## src/rtl/mult_div_unit_if.sv

```systemverilog
// mult_div_unit_if: start/operand/result bundle between the control unit and the mult/div engine.
interface mult_div_unit_if #(parameter int WIDTH = 32);
    logic             start;
    logic             op;
    logic [WIDTH-1:0] a;
    logic [WIDTH-1:0] b;
    logic [WIDTH-1:0] hi;
    logic [WIDTH-1:0] lo;
    logic             busy;
    logic             done;
    logic             div0;
    modport master(output start, op, a, b, input hi, lo, busy, done, div0);
    modport slave(input start, op, a, b, output hi, lo, busy, done, div0);
endinterface

```

## src/rtl/mult_div_unit.sv

```systemverilog
// mult_div_unit: multicycle signed multiply/divide, one bit per cycle on magnitudes, signs fixed up at the end.
module mult_div_unit #(parameter int WIDTH = 32) (
    input logic clk,
    input logic reset,
    mult_div_unit_if.slave bus
);
    localparam int CW = $clog2(WIDTH + 1);
    typedef enum logic [1:0] {IDLE, ITER, FIX} state_t;
    state_t state, state_n;
    logic [2*WIDTH-1:0] acc, acc_n, prod;
    logic [WIDTH-1:0] mb, quo, rem;
    logic [WIDTH:0] sum, sh, diff;
    logic [CW-1:0] cnt;
    logic sa, sb, opr, bzero;
    assign bzero = bus.op && bus.b == '0;
    assign bus.busy = state != IDLE;
    // acc holds {partial product, multiplier} for MULT and {remainder, quotient} for DIV
    always_comb begin
        sum = {1'b0, acc[2*WIDTH-1:WIDTH]} + (acc[0] ? {1'b0, mb} : '0);
        sh = {acc[2*WIDTH-1:WIDTH], acc[WIDTH-1]};
        diff = sh - {1'b0, mb};
        acc_n = !opr ? {sum, acc[WIDTH-1:1]}
              : diff[WIDTH] ? {sh[WIDTH-1:0], acc[WIDTH-2:0], 1'b0}
              : {diff[WIDTH-1:0], acc[WIDTH-2:0], 1'b1};
        prod = (sa ^ sb) ? -acc : acc;
        quo = (sa ^ sb) ? -acc[WIDTH-1:0] : acc[WIDTH-1:0];
        rem = sa ? -acc[2*WIDTH-1:WIDTH] : acc[2*WIDTH-1:WIDTH];
        state_n = state == IDLE ? ((bus.start && !bzero) ? ITER : IDLE)
                : state == ITER ? (cnt == CW'(1) ? FIX : ITER)
                : IDLE;
    end
    always_ff @(posedge clk) begin
        if (reset) begin
            state <= IDLE;
            bus.hi <= '0;
            bus.lo <= '0;
            bus.done <= 1'b0;
            bus.div0 <= 1'b0;
            cnt <= '0;
            acc <= '0;
            mb <= '0;
            sa <= 1'b0;
            sb <= 1'b0;
            opr <= 1'b0;
        end else begin
            state <= state_n;
            bus.done <= 1'b0;
            bus.div0 <= 1'b0;
            if (state == IDLE && bus.start) begin
                if (bzero) begin
                    bus.done <= 1'b1;
                    bus.div0 <= 1'b1;
                end else begin
                    acc <= {{WIDTH{1'b0}}, bus.a[WIDTH-1] ? -bus.a : bus.a};
                    mb <= bus.b[WIDTH-1] ? -bus.b : bus.b;
                    sa <= bus.a[WIDTH-1];
                    sb <= bus.b[WIDTH-1];
                    opr <= bus.op;
                    cnt <= CW'(WIDTH);
                end
            end
            if (state == ITER) begin
                acc <= acc_n;
                cnt <= cnt - CW'(1);
            end
            if (state == FIX) begin
                {bus.hi, bus.lo} <= opr ? {rem, quo} : prod;
                bus.done <= 1'b1;
            end
        end
    end
endmodule
```

## src/flat_wrapper.sv

```systemverilog
// flat-port wrapper written by rule: the top's interface ports become plain ports
module mult_div_unit_flat 
#(parameter int WIDTH = 32)
  (clk, reset, bus_start, bus_op, bus_a, bus_b, bus_hi, bus_lo, bus_busy, bus_done, bus_div0);
  mult_div_unit_if #(.WIDTH(WIDTH)) bus_i ();
  input logic clk;
  input logic reset;
  input wire logic [$bits(bus_i.start)-1:0] bus_start;
  input wire logic [$bits(bus_i.op)-1:0] bus_op;
  input wire logic [$bits(bus_i.a)-1:0] bus_a;
  input wire logic [$bits(bus_i.b)-1:0] bus_b;
  output wire logic [$bits(bus_i.hi)-1:0] bus_hi;
  output wire logic [$bits(bus_i.lo)-1:0] bus_lo;
  output wire logic [$bits(bus_i.busy)-1:0] bus_busy;
  output wire logic [$bits(bus_i.done)-1:0] bus_done;
  output wire logic [$bits(bus_i.div0)-1:0] bus_div0;
  assign bus_i.start = bus_start;
  assign bus_i.op = bus_op;
  assign bus_i.a = bus_a;
  assign bus_i.b = bus_b;
  assign bus_hi = bus_i.hi;
  assign bus_lo = bus_i.lo;
  assign bus_busy = bus_i.busy;
  assign bus_done = bus_i.done;
  assign bus_div0 = bus_i.div0;
  mult_div_unit #(.WIDTH(WIDTH)) u_core (.clk(clk), .reset(reset), .bus(bus_i));
endmodule
```

## config.mk

```make
export PLATFORM = sky130hd
export DESIGN_NAME = mult_div_unit_flat
export DESIGN_NICKNAME = d
export VERILOG_FILES = /design/src/rtl/mult_div_unit_if.sv /design/src/rtl/mult_div_unit.sv /design/src/flat_wrapper.sv
export SDC_FILE = /design/constraint.sdc
export NUM_CORES = 1
export LEC_CHECK = 0
export ABC_CLOCK_PERIOD_IN_PS = 7950
export CAP_MARGIN = 20
export CORE_MARGIN = 2
export CORE_UTILIZATION = 30
export CTS_BUF_LIST = sky130_fd_sc_hd__clkbuf_16
export DETAILED_ROUTE_END_ITERATION = 12
export SLEW_MARGIN = 20
export SYNTH_ARGS = -nofsm -noshare
export SYNTH_HDL_FRONTEND = slang
export SYNTH_SLANG_ARGS = --single-unit
export TNS_END_PERCENT = 50
```

## constraint.sdc

```tcl
create_clock -name clk -period 7.95 [get_ports clk]
set_input_delay 1.59 -clock clk [delete_from_list [all_inputs] [get_ports clk]]
set_output_delay 1.59 -clock clk [all_outputs]
set_load 0.02 [all_outputs]
```

# --- Yosys cells after proc, flatten, opt, wreduce, memory -nomap -nowiden ---
# Index checks and enable logic that the tools add are counted.
word_totals:
  regBits: 173
  word_cells: 57
  output_inout_bits: 67
  inputBits: 68
classes:
  reduce_logical: 10
  n_eq_ne: 4
  bitwise: 2
  add_sub_neg: 8
  mux: 22
ops:
  columns: ["op", "count"]
  rows:
  - ["64-bit 2-to-1 mux", 7]
  - ["32-bit 2-to-1 mux", 5]
  - ["32-bit negator", 4]
  - ["64-bit negator", 1]
  - ["32-bit by 33-bit adder with 33-bit output", 1]
  - ["33-bit by 32-bit subtractor with 33-bit output", 1]
  - ["32-bit zero test", 1]
  - ["6-bit 2-to-1 mux", 3]
  - ["6-bit by 1-bit == test with 1-bit output (second input constant)", 1]
  - ["2-bit 2-to-1 mux", 3]
  - ["6-bit by 1-bit subtractor with 6-bit output (second input constant)", 1]
  - ["1-bit 2-to-1 mux", 4]
  - ["2-bit AND reduction", 2]
  - ["2-bit nonzero test", 2]
  - ["1-bit logical AND", 3]
  - ["2-bit by 1-bit == test with 1-bit output (second input constant)", 1]
  - ["2-bit == test (second input constant)", 1]
  - ["2-bit zero test", 1]
  - ["2-bit inequality test (second input constant)", 1]
  - ["1-bit zero test", 1]
  - ["1-bit NOT", 1]
  - ["1-bit XOR", 1]

# --- Depth between registers and ports, before layout ---
logic_depth:
  word_depth: 6
  ltp_mapped: 14
  depth_no_buf: 13

# --- Worst setup path after synthesis ---
# No wires, ideal clock.
synth_path:
  path_kind: "input-to-reg"
  from: "input port bus_a[9]"
  to: "register u_core.acc[30]"
  setup_slack_ns: 3.787
  t_required_ns: 7.855
  stages: 9
  arrival_ns: 4.068
  cell_sequence: "or4_4 or4_4 or4_4 or3_4 o21ai_1 xor2_1 nor2_1 a21oi_1 a221oi_1"
synth_between:
  elab_chain_len: 5
synth_lines:
  columns: ["element", "line", "source"]
  rows:
  - ["from (decl)", "flat_wrapper.sv:10", "input wire logic [$bits(bus_i.a)-1:0] bus_a;"]
  - ["32-bit negator", "mult_div_unit.sv:54", "acc <= {{WIDTH{1'b0}}, bus.a[WIDTH-1] ? -bus.a : bus.a};"]
  - ["32-bit 2-to-1 mux", "mult_div_unit.sv:54", null]
  - ["64-bit 2-to-1 mux", "mult_div_unit.sv:50", "if (bzero) begin"]
  - ["64-bit 2-to-1 mux", "mult_div_unit.sv:49", "if (state == IDLE && bus.start) begin"]
  - ["64-bit 2-to-1 mux", "mult_div_unit.sv:62", "if (state == ITER) begin"]
  - ["to (signal assigned)", "mult_div_unit.sv:54", null]
  - ["to (signal assigned)", "mult_div_unit.sv:63", "acc <= acc_n;"]
  - ["to (decl)", "mult_div_unit.sv:10", "logic [2*WIDTH-1:0] acc, acc_n, prod;"]
# No other way between the ends. The select of a mux whose other input is x is not followed.
# A chain may end at the register's enable or synchronous reset.

# --- Worst setup path after layout ---
layout_path:
  from: "register u_core.acc[31]"
  to: "register u_core.acc[58]"
layout_between:
  elab_chain_len: 4
layout_lines:
  columns: ["element", "line", "source"]
  rows:
  - ["33-bit by 32-bit subtractor with 33-bit output", "mult_div_unit.sv:21", "diff = sh - {1'b0, mb};"]
  - ["64-bit 2-to-1 mux", "mult_div_unit.sv:23", ": diff[WIDTH] ? {sh[WIDTH-1:0], acc[WIDTH-2:0], 1'b0}"]
  - ["64-bit 2-to-1 mux", "mult_div_unit.sv:22", "acc_n = !opr ? {sum, acc[WIDTH-1:1]}"]
  - ["64-bit 2-to-1 mux", "mult_div_unit.sv:62", null]
# No other way between the ends.

==> flow_summary.json <==
{
  "outcome": "finished clean",
  "cts_sinks": 173,
  "clockBufferDepth": 2,
  "fin_area_mm2": 0.0159,
  "setup_violations": 0,
  "wl_per_cell_um": 18.9,
  "fillCellCount": 4703,
  "cts_resized": 0,
  "ir_drop_mv": 0.121,
  "drive_gt1_share_pct": 4.30,
  "worst_setup_path_end_kind": "flip-flop",
  "cap_violations": 0,
  "maxSlewViolCount": 0,
  "hold_violations": 0,
  "die_h_um": 217,
  "power_density_mw_per_mm2": 163,
  "syn_area_per_cell_um2": 7.52,
  "path_class": "flip-flop to flip-flop",
  "cp-start-kind": "flip-flop",
  "io_pins": 135,
  "placed_cell_area_mm2": 0.0154,
  "track_usage_pct": 19.4,
  "grt_max_degree": 107,
  "gp_congestion": 0.900,
  "critPathMaxStageDelay_ns": 0.61,
  "mappedNetlistArea_mm2": 0.0137,
  "port_buffers": 134,
  "relSlewSlack_pct": 27.5,
  "grt_remaining_overflow": 0,
  "fin_cells": 2461,
  "fmax_ghz": 0.206,
  "yosysSeqAreaShare_pct": 25.4,
  "ys_async_sr_fraction_pct": 0,
  "cp_slowest_cell": "a211oi_1",
  "postCtsSetupBuffers": 0,
  "drtIter0Drc": 1111,
  "via_count": 13700,
  "clk_pin_slew_ns": 0.08,
  "syn_to_final_growth_pct": 16.6,
  "multi_input_area_mm2": 0.00947,
  "seq_area_mm2": 0.00346,
  "fin_crit_sh_pct": 61.2,
  "synth_edf_count": 0,
  "p_leak_nw": 5.86,
  "synth_fa_ha_area_share_pct": 6.71,
  "ys.flop_type": "dfxtp_1",
  "synth_top_family_by_area": "compound AO/OA/AOI/OAI gates",
  "cp_data_required_time_ns": 8.35,
  "grt_pass1_vias": 12900,
  "synth-compound-area-share_pct": 28.8,
  "initial_core_util_pct": 30.2,
  "fin_crit_ns": 4.86,
  "hold_path_class": "flip-flop to flip-flop",
  "ys_types": 77,
  "finalSetupTns_ns": 0,
  "synth_mux_area_share_pct": 3.09,
  "vias_per_cell": 5.56,
  "antenna_found_initial": 1,
  "yosys_warnings": 0,
  "startpoint": "u_core.acc[31]",
  "hp-start": "u_core.bus.lo[0]",
  "post-place-ws_ns": 2.64,
  "fin_skew_ns": 0.0195,
  "synth_xor_area_share_pct": 10.2,
  "first_pass_iters": 5,
  "synth-simple-area-share_pct": 20.3,
  "cts_tree": "built",
  "synthesis.nets": 1955,
  "cp.arrival_ns": 5.26,
  "holdPathStages": 2,
  "crit_chain": "inv_1 -> ha_1 -> fa_1 -> nand2b_1 -> a21o_1 -> a211oi_1 -> a211oi_2 -> nor4_2 -> or3_1 -> nand2_1 -> o311ai_1 -> a32o_1",
  "dieArea_mm2": 0.0472,
  "fp.coreArea_mm2": 0.0452,
  "synthCells": 1815,
  "r2r_slack_ns": 3.09,
  "cts_hold_buf": 0,
  "yosys_register_bits": 173,
  "die_x_um": 217,
  "htreeDepth": 4,
  "layout.cells.most_common": "nor2_1",
  "tightest_slew_ns": 1.09,
  "clockRootBuffer": "clkbuf_16",
  "num_rows": 78,
  "drtAntennaViolNets": 0,
  "ff2ff_path_depth": 12,
  "cts_made_buffers": 17,
  "setup_slack_ns": 3.09,
  "dp_hpwl_um": 35200,
  "cp_max_fo": 15,
  "rsz0062_at_grt": "false",
  "r2r_start": "u_core.acc[31]",
  "clk_latency_ns": 0.46,
  "nets": 1987,
  "route.detailed.drc": 0,
  "dp_cells": 2428,
  "finalPower_mw": 2.59,
  "grt_pass1_wl_um": 73000,
  "routed_wl_um": 46500,
  "final_cell_mix": "nor2_1 (233), dfxtp_1 (172), nand2_1 (136), clkdlybuf4s50_1 (131), a211oi_1 (124)"
}
## final cells by class
class | instances | share of cell area (%)
Multi-Input combinational cell | 1442 | 59.5
Antenna cell | 1 | 0.0157
Clock buffer | 17 | 2.67
Sequential cell | 173 | 21.8
Tap cell | 600 | 4.71
Inverter | 67 | 1.58
Clock inverter | 15 | 0.849
Timing Repair Buffer | 146 | 8.91
## cells by family (layout without fill, tap and decap cells)
group,Yosys count,after routing
xor gates and xnor gates,159,159
other,0,1
and+or+nand+nor,588,588
DFF,173,173
AOI/OAI and AO/OA,581,581
adders and majority gates,72,72
buffers and inverters,200,245
muxes,42,42
## registers in the layout (all words and copies together) (netlist names)
| register | cells |
|---|---|
| u_core.acc | 64 |
| u_core.bus.div0 | 1 |
| u_core.bus.done | 1 |
| u_core.bus.hi | 32 |
| u_core.bus.lo | 32 |
| u_core.cnt | 6 |
| u_core.mb | 32 |
| u_core.opr | 1 |
| u_core.sa | 1 |
| u_core.sb | 1 |
| u_core.state | 2 |
## metrics by stage
| step | utilization (%) | hold WS (ns) |
|---|---|---|
| after global routing | 35.2 | 0.490 |
| after CTS | 35.3 | 0.458 |
| final | 35.2 | 0.459 |
| after floorplan | - | 0.432 |
| after detailed placement | 34.0 | 0.449 |
| after global placement | 34.0 | 0.445 |
## where the power goes
part           total (mW)  switching, mW  internal (mW)
clock network       0.827          0.416          0.410
logic               0.776          0.474          0.302
registers           0.991         0.0775          0.914
## routing by layer
metal / up-vias / GRT usage (%) / routed length (um)
met5: - / 0 / 0
met4: 0 / 5.80 / 900
met3: 62 / 2.75 / 2710
met2: 454 / 29.7 / 20400
met1: 6440 / 28.0 / 22500
li1: 6733 / - / -
## cell usage after synthesis (all sizes together), types with 4 or more instances
library cell  count  area, um2
nand3b            4       30.0
o21a              9       67.6
a21o             36        270
or2               5       31.3
nand2b           16        100
a211oi          126        956
nand2           136        510
o31ai            29        236
a21boi            4       30.0
nor3             52        265
nor2            234        886
buf              11       50.0
o21bai            9       67.6
o21ai           102        510
nand4            12       75.1
dfxtp           173       3460
nor4             21        138
o221ai            8       70.1
a221oi           12        105
o211ai           18        135
a31oi            30        188
ha               70        876
o41ai            14        130
and2              5       31.3
nor2b            16        100
mux2i            41        410
xor2             90        788
or4              22        184
a21oi           121        606
inv              66        248
xnor2            69        604
and3             10       62.6
a22oi            13       97.6
clkbuf          122        463
a311oi           15        131
or3              25        176
nand3            22        110
a41oi             5       43.8
## critical path, delay by kind of cell (launching register included)
family / cells / cell delay [ns]
AO/OA/AOI/OAI: 5 / 1.85
adder cells (fa/ha/maj): 2 / 0.61
buffers and inverters: 1 / 0.14
flip-flops: 1 / 0.45
AND/OR/NAND/NOR: 4 / 1.76
## final timing paths
check                     end
min reg2reg  u_core.bus.lo[0]
min          u_core.bus.lo[0]
max            u_core.acc[58]
max reg2reg    u_core.acc[58]
No activity file was read; power rests on OpenSTA's default activity.
